**src/rtl/mem_if_pkg.sv**
```systemverilog
// rtl/mem_if_pkg.sv - shared widths, state encoding and port indices for the memory arbiter
package mem_if_pkg;

    localparam int MEM_ADDR_W = 32;
    localparam int MEM_DATA_W = 256;

    typedef enum logic {
        ST_IDLE = 1'b0,
        ST_BUSY = 1'b1
    } state_e;

    localparam logic PORT_I = 1'b0;
    localparam logic PORT_D = 1'b1;

endpackage

```
**src/rtl/rr_arb2.sv**
```systemverilog
// rtl/rr_arb2.sv - two-input round-robin pick with a last-grant register
module rr_arb2 (
    input  logic       clk_i,
    input  logic       rst_i,
    input  logic [1:0] req_i,
    input  logic       advance_i,
    output logic       gnt_o,
    output logic       last_grant_o
);
    import mem_if_pkg::*;

    logic last_grant_d, last_grant_q;

    // On a tie the port that did not win last time goes next; with no request gnt_o is don't-care.
    always_comb begin
        gnt_o = (req_i == 2'b11) ? ~last_grant_q : req_i[1];
    end

    always_comb begin
        last_grant_d = last_grant_q;
        if (advance_i) begin
            last_grant_d = gnt_o;
        end
    end

    always_ff @(posedge clk_i or negedge rst_i) begin
        if (!rst_i) begin
            last_grant_q <= PORT_D;
        end else begin
            last_grant_q <= last_grant_d;
        end
    end

    assign last_grant_o = last_grant_q;

endmodule

```
**src/rtl/mem_arbiter.sv**
```systemverilog
// rtl/mem_arbiter.sv - round-robin sharing of one cache-line memory port between I-cache and D-cache
module mem_arbiter
    import mem_if_pkg::*;
#(
    parameter int ADDR_W      = MEM_ADDR_W,
    parameter int DATA_W      = MEM_DATA_W,
    parameter int TIMEOUT_CYC = 1023
) (
    input  logic              clk_i,
    input  logic              rst_i,
    input  logic              p0_enable_i,
    input  logic              p0_write_i,
    input  logic [ADDR_W-1:0] p0_addr_i,
    input  logic [DATA_W-1:0] p0_data_i,
    output logic              p0_ack_o,
    output logic [DATA_W-1:0] p0_data_o,
    input  logic              p1_enable_i,
    input  logic              p1_write_i,
    input  logic [ADDR_W-1:0] p1_addr_i,
    input  logic [DATA_W-1:0] p1_data_i,
    output logic              p1_ack_o,
    output logic [DATA_W-1:0] p1_data_o,
    output logic              mem_enable_o,
    output logic              mem_write_o,
    output logic [ADDR_W-1:0] mem_addr_o,
    output logic [DATA_W-1:0] mem_data_o,
    input  logic [DATA_W-1:0] mem_data_i,
    input  logic              mem_ack_i,
    output logic              busy_o,
    output logic              grant_o,
    output logic              timeout_o
);

    localparam int CW = (TIMEOUT_CYC > 1) ? $clog2(TIMEOUT_CYC + 1) : 1;
    localparam logic [CW-1:0] TO_MAX = CW'(TIMEOUT_CYC);

    state_e            state_d, state_q;
    logic              wr_d, wr_q;
    logic [ADDR_W-1:0] addr_d, addr_q;
    logic [DATA_W-1:0] data_d, data_q;
    logic [CW-1:0]     wdog_d, wdog_q;
    logic              timeout_d, timeout_q;

    logic [1:0] req;
    logic       gnt;
    logic       last_grant;
    logic       advance;
    logic       busy;

    assign req     = {p1_enable_i, p0_enable_i};
    assign busy    = (state_q == ST_BUSY);
    assign advance = !busy && (req != 2'b00);

    rr_arb2 u_rr_arb2 (
        .clk_i        (clk_i),
        .rst_i        (rst_i),
        .req_i        (req),
        .advance_i    (advance),
        .gnt_o        (gnt),
        .last_grant_o (last_grant)
    );

    always_comb begin
        state_d   = state_q;
        wr_d      = wr_q;
        addr_d    = addr_q;
        data_d    = data_q;
        wdog_d    = wdog_q;
        timeout_d = timeout_q;
        case (state_q)
            ST_IDLE: begin
                if (advance) begin
                    state_d = ST_BUSY;
                    wr_d    = (gnt == PORT_D) ? p1_write_i : p0_write_i;
                    addr_d  = (gnt == PORT_D) ? p1_addr_i  : p0_addr_i;
                    data_d  = (gnt == PORT_D) ? p1_data_i  : p0_data_i;
                    wdog_d  = '0;
                end
            end
            ST_BUSY: begin
                // Saturating count; the flag is sticky and the FSM keeps waiting for the ack.
                if (wdog_q != TO_MAX) begin
                    wdog_d = wdog_q + CW'(1);
                end
                if ((TIMEOUT_CYC != 0) && (wdog_d == TO_MAX)) begin
                    timeout_d = 1'b1;
                end
                if (mem_ack_i) begin
                    state_d = ST_IDLE;
                end
            end
            default: state_d = ST_IDLE;
        endcase
    end

    always_ff @(posedge clk_i or negedge rst_i) begin
        if (!rst_i) begin
            state_q   <= ST_IDLE;
            wr_q      <= 1'b0;
            addr_q    <= '0;
            data_q    <= '0;
            wdog_q    <= '0;
            timeout_q <= 1'b0;
        end else begin
            state_q   <= state_d;
            wr_q      <= wr_d;
            addr_q    <= addr_d;
            data_q    <= data_d;
            wdog_q    <= wdog_d;
            timeout_q <= timeout_d;
        end
    end

    assign mem_enable_o = busy;
    assign mem_write_o  = wr_q;
    assign mem_addr_o   = addr_q;
    assign mem_data_o   = data_q;
    assign busy_o       = busy;
    assign grant_o      = last_grant;
    assign timeout_o    = timeout_q;

    // Acks outside BUSY are dropped, so stray or post-reset acks never reach a cache.
    assign p0_ack_o  = busy && mem_ack_i && (last_grant == PORT_I);
    assign p1_ack_o  = busy && mem_ack_i && (last_grant == PORT_D);
    assign p0_data_o = mem_data_i;
    assign p1_data_o = mem_data_i;

endmodule

```
**config.mk**
```make
export PLATFORM = sky130hd
export DESIGN_NAME = mem_arbiter
export DESIGN_NICKNAME = d
export VERILOG_FILES = /design/src/rtl/mem_if_pkg.sv /design/src/rtl/rr_arb2.sv /design/src/rtl/mem_arbiter.sv
export SDC_FILE = /design/constraint.sdc
export NUM_CORES = 1
export LEC_CHECK = 0
export ABC_AREA = 1
export BUFFER_PORTS_ARGS = -buffer_cell sky130_fd_sc_hd__buf_2
export CAP_MARGIN = 15
export CORE_AREA = 10 10 630 632
export DETAILED_ROUTE_END_ITERATION = 10
export DIE_AREA = 0 0 640 642
export PLACE_DENSITY = 0.3
export SETUP_SLACK_MARGIN = 0.15
export SLEW_MARGIN = 20
export SYNTH_ARGS = -nofsm -noshare
export SYNTH_HDL_FRONTEND = slang
export SYNTH_SLANG_ARGS = --single-unit
```
**constraint.sdc**
```tcl
create_clock -name clk_i -period 3.82 [get_ports clk_i]
set_clock_uncertainty 0.1 [all_clocks]
set_input_delay 0.764 -clock clk_i [delete_from_list [all_inputs] [get_ports clk_i]]
set_output_delay 0.764 -clock clk_i [all_outputs]
set_load 0.005 [all_outputs]
```
Word level (Yosys, flattened, before mapping) --
Cells that the tools add are included.
Storage, ports and cells: flip-flop bits (word level) 302, bits of input ports 839, output and inout port bits 807
Cells by class: $add $sub $neg 1, equality and inequality tests 4, muxes and demuxes 11, bitwise logic cells 2, reductions and logical operators 8
Operators with widths (number):
- 2-to-1 mux 256 bit | 1
- 2-to-1 mux 32 bit | 1
- 2-to-1 mux 10 bit | 3
- one-hot mux 10 bit (2 select lines) | 1
- adder 10 x 1 -> 10 bit, second input constant | 1
- equality test 10 bit, second input constant | 1
- inequality test 10 bit, second input constant | 1
- logical AND 1 bit | 4
- 2-to-1 mux 1 bit | 4
- AND reduction 2 bit | 2
- equality test 2 bit, second input constant | 1
- inequality test 2 bit, second input constant | 1
- inverter 1 bit | 2
- one-hot mux 1 bit (2 select lines) | 1
- nonzero test 2 bit | 1
- zero test 1 bit | 1

Logic depth before layout (Yosys ltp) --
depth after elaboration 5, depth in mapped cells 11, gate-level depth less buffers 11

By module --
From an unflattened synthesis, not the netlist that was laid out.
Unflattened totals: cell total of the unflattened synthesis 1889, area, all modules 17859.6 um^2
Modules (own cells, without submodules):
- mem_arbiter | instances 1, cells each 1882, area an instance 17807.1 um^2, seq. area each 7532.2 um^2
- rr_arb2 | instances 1, cells each 7, area an instance 52.6 um^2, seq. area each 26.3 um^2

Least setup slack after synthesis --
Ideal clock, no wire load.
path kind input -> output, start point input port mem_ack_i, end point output port p0_ack_o, arrival 0.919 ns, path slack 2.037 ns, stages 2, buffers on the path 0, cells stage by stage nand2_1 nor2_1
Between the ends: word-level cells in the longest chain between the ends 2
Ends and longest elaborated chain:
- start, declared | RTL line mem_arbiter.sv:28 | input logic mem_ack_i,
- logical AND 1 bit (2 in a row) | RTL line mem_arbiter.sv:123 | assign p0_ack_o = busy && mem_ack_i && (last_grant == PORT_I);
- end, declared | RTL line mem_arbiter.sv:15 | output logic p0_ack_o,
Every way passes these cells.

Worst setup path in the final report --
start point register state_q, in the netlist busy_o, end point output port p0_ack_o
Between the ends: word-level cells in the longest chain between the ends 2
Ends and longest elaborated chain:
- start, declared | RTL line mem_arbiter.sv:37 | state_e state_d, state_q;
- start signal, assigned | RTL line mem_arbiter.sv:105 | state_q <= state_d;
- logical AND 1 bit (2 in a row) | RTL line mem_arbiter.sv:123
Every way passes these cells.

==> impl_metrics.json <==
{
  "arrival_ps": 1740,
  "track_usage": 0.105,
  "yosysUniqueCellTypes": 22,
  "die_height_um": 642,
  "maxSlewViolCount": 0,
  "period_share": 0.682,
  "avgSynthCellArea_um2": 7.98,
  "ir_worst_vdd_mv": 0.349,
  "fin_nets": 3373,
  "grt_pass1_vias": 18405,
  "dp_hpwl_um": 203000,
  "cts_tree": "yes",
  "min_path_type": "input port to async pin",
  "clk_latency_ps": 640,
  "ys_ff_latch": 302,
  "holdBufCountCts": 0,
  "gp_congestion": 0.824,
  "placed_area_um2": 24400,
  "clk_pin_slew_ps": 50,
  "num_io_pins": 1646,
  "numCtsBuffers": 44,
  "multiInputGateArea_um2": 5500,
  "worstSetupStartpointType": "flip-flop",
  "p_per_area_nw_per_um2": 569,
  "drt_wl_total_um": 226000,
  "area_growth_pct": 46.7,
  "route.detailed.drc": 0,
  "postLayoutCellArea_um2": 25800,
  "slew_headroom": 0.349,
  "syn_nets": 3049,
  "rsz0062_at_grt": "false",
  "ctsResizeCount": 0,
  "io_buffers": 877,
  "die_width_um": 640,
  "row_count": 228,
  "grt_max_degree": 124,
  "regArea_um2": 7560,
  "finalSetupViolCount": 0,
  "end_kind": "output port",
  "tightest_slew_ps": 977,
  "drtPass1Iterations": 6,
  "vias_per_cell": 2.34,
  "core_region_area_um2": 384000,
  "ys_seq_area_frac": 0.429,
  "synth_area_um2": 17600,
  "crit_type": "flip-flop to output port",
  "routedWlPerCell_um": 29.6,
  "clock_sinks": 302,
  "leakage_nw": 10.3,
  "hold_violations": 0,
  "power_mw": 14.7,
  "initial_utilization": 0.0459,
  "setup-tns-final_ps": 0,
  "grt_pass1_wl_um": 270000,
  "max_freq_ghz": 0.384,
  "htreeDepth": 2,
  "outcome": "complete, no violations",
  "drt_iter0_drc": 1121,
  "antenna_found_initial": 188,
  "drtAntennaViolNets": 0,
  "rr_worst_depth": 7,
  "yosys_warnings": 0,
  "clockBufferDepth": 3,
  "grt_overflow": 0,
  "finalCriticalPeriod_ps": 2610,
  "root_buffer": "clkbuf_16",
  "critical_path_required_ps": 2960,
  "drive_above_1_share": 0.388,
  "fillCellCount": 45397,
  "crit_path_max_fanout": 13,
  "maxCapViolCount": 0,
  "vias": 17886,
  "post_cts_buffers": 0,
  "syn_inst": 2209,
  "die_area_um2": 411000
}
-- registers in the layout, indices dropped and copies added (netlist names) --
name / flops
mem_addr_o: 32
mem_data_o: 256
timeout_o: 1
wdog_q: 10
busy_o: 1
mem_write_o: 1
u_rr_arb2.last_grant_o: 1
-- synth_stat cells, drive strengths merged --
library cell,n,area [um^2]
ha,1,12.5
inv,18,67.6
o21ai,593,2970
dfrtp,301,7530
xor2,1,8.76
nand4,1,6.26
o22ai,1,6.26
buf,611,4380
clkbuf,31,116
nand3,10,62.6
nor2,305,1160
nand2,335,1260
dfstp,1,26.3
-- cell families after synthesis --
group                      after synthesis  synth area share
buffers and inverters                  660             0.259
xor gates and xnor gates                 1          0.000497
DFF                                    302             0.429
adders and majority gates                1          0.000710
and+or+nand+nor                        651             0.142
AOI/OAI and AO/OA                      594             0.169
-- area by class of cell --
class	instances	share of cell area
antenna	21	0.00203
clock buffer	63	0.0477
clock inverter	12	0.00484
inverter	18	0.00320
multi-input combinational	1247	0.213
sequential	302	0.292
tap	5060	0.245
timing repair buffer	920	0.192
-- critical path, cell delays in order (launching register included) --
cell	delay, ps
dfrtp_1	710
nand2_1	140
nor2_1	120
buf_2	130
-- placed cells by master (no fill, tap or decap) --
| cell | Yosys | final |
|---|---|---|
| nand2_2 | 1 | 1 |
| nor2_4 | 2 | 2 |
| ha_1 | 1 | 1 |
| dfrtp_1 | 301 | 301 |
| nand2_1 | 334 | 333 |
| nand3_4 | 1 | 1 |
| clkinv_8 | 0 | 1 |
| o21ai_2 | 1 | 1 |
| clkinvlp_4 | 0 | 4 |
| o21ai_0 | 153 | 153 |
| clkinv_2 | 0 | 4 |
| clkbuf_8 | 0 | 6 |
| inv_6 | 0 | 1 |
| bufinv_16 | 0 | 1 |
| inv_16 | 0 | 1 |
| buf_2 | 87 | 876 |
| nand4_1 | 1 | 1 |
| inv_1 | 16 | 16 |
| o21ai_1 | 439 | 439 |
| nand3_1 | 9 | 9 |
| dfstp_2 | 1 | 1 |
| o22ai_1 | 1 | 1 |
| xor2_1 | 1 | 1 |
| buf_8 | 0 | 1 |
| clkbuf_1 | 31 | 13 |
| inv_8 | 0 | 2 |
| nand2_4 | 0 | 1 |
| clkbuf_16 | 0 | 44 |
| nor2_1 | 301 | 301 |
| buf_12 | 0 | 19 |
| diode_2 | 0 | 21 |
| buf_4 | 520 | 24 |
| nor2_2 | 2 | 2 |
-- per-layer routing --
layer	up-vias	track usage	wire length, um
met4	120	0.0221	7250
li1	7350	-	-
met1	8179	0.0841	61000
met2	1697	0.178	105000
met5	-	0.00532	975
met3	540	0.110	51400
-- where the power goes --
group	leakage [nW]	switching [mW]	internal (mW)	total (mW)
registers	3.67	0.799	4.48	5.28
clock network	0.652	1.86	2.30	4.16
logic	6.00	3.27	1.99	5.26
total	10.3	5.93	8.77	14.7
-- stage by stage --
step           hold WS, ps  cells  worst slack [ps]    util
4_1_cts               46.6   7622              1100  0.0671
5_1_grt               85.6   7627              1030  0.0671
6_report               101   7643              1210  0.0673
2_1_floorplan          357   2209              2040       -
3_5_place_dp           358   7547               862  0.0636
3_3_place_gp           358   7547               904  0.0636
-- path summary, 6_finish.rpt --
check	start	to	slack, ps
max reg2reg	u_rr_arb2.last_grant_o	mem_data_o[251]	1480
max in group asynchronous	rst_i	mem_data_o[82]	2570
min reg2reg	timeout_o	timeout_o	370
min	rst_i	mem_data_o[149]	100
max	busy_o	p0_ack_o	1210
min in group clk_i	p1_data_i[89]	mem_data_o[89]	210
(Power assumes the default switching activity.)
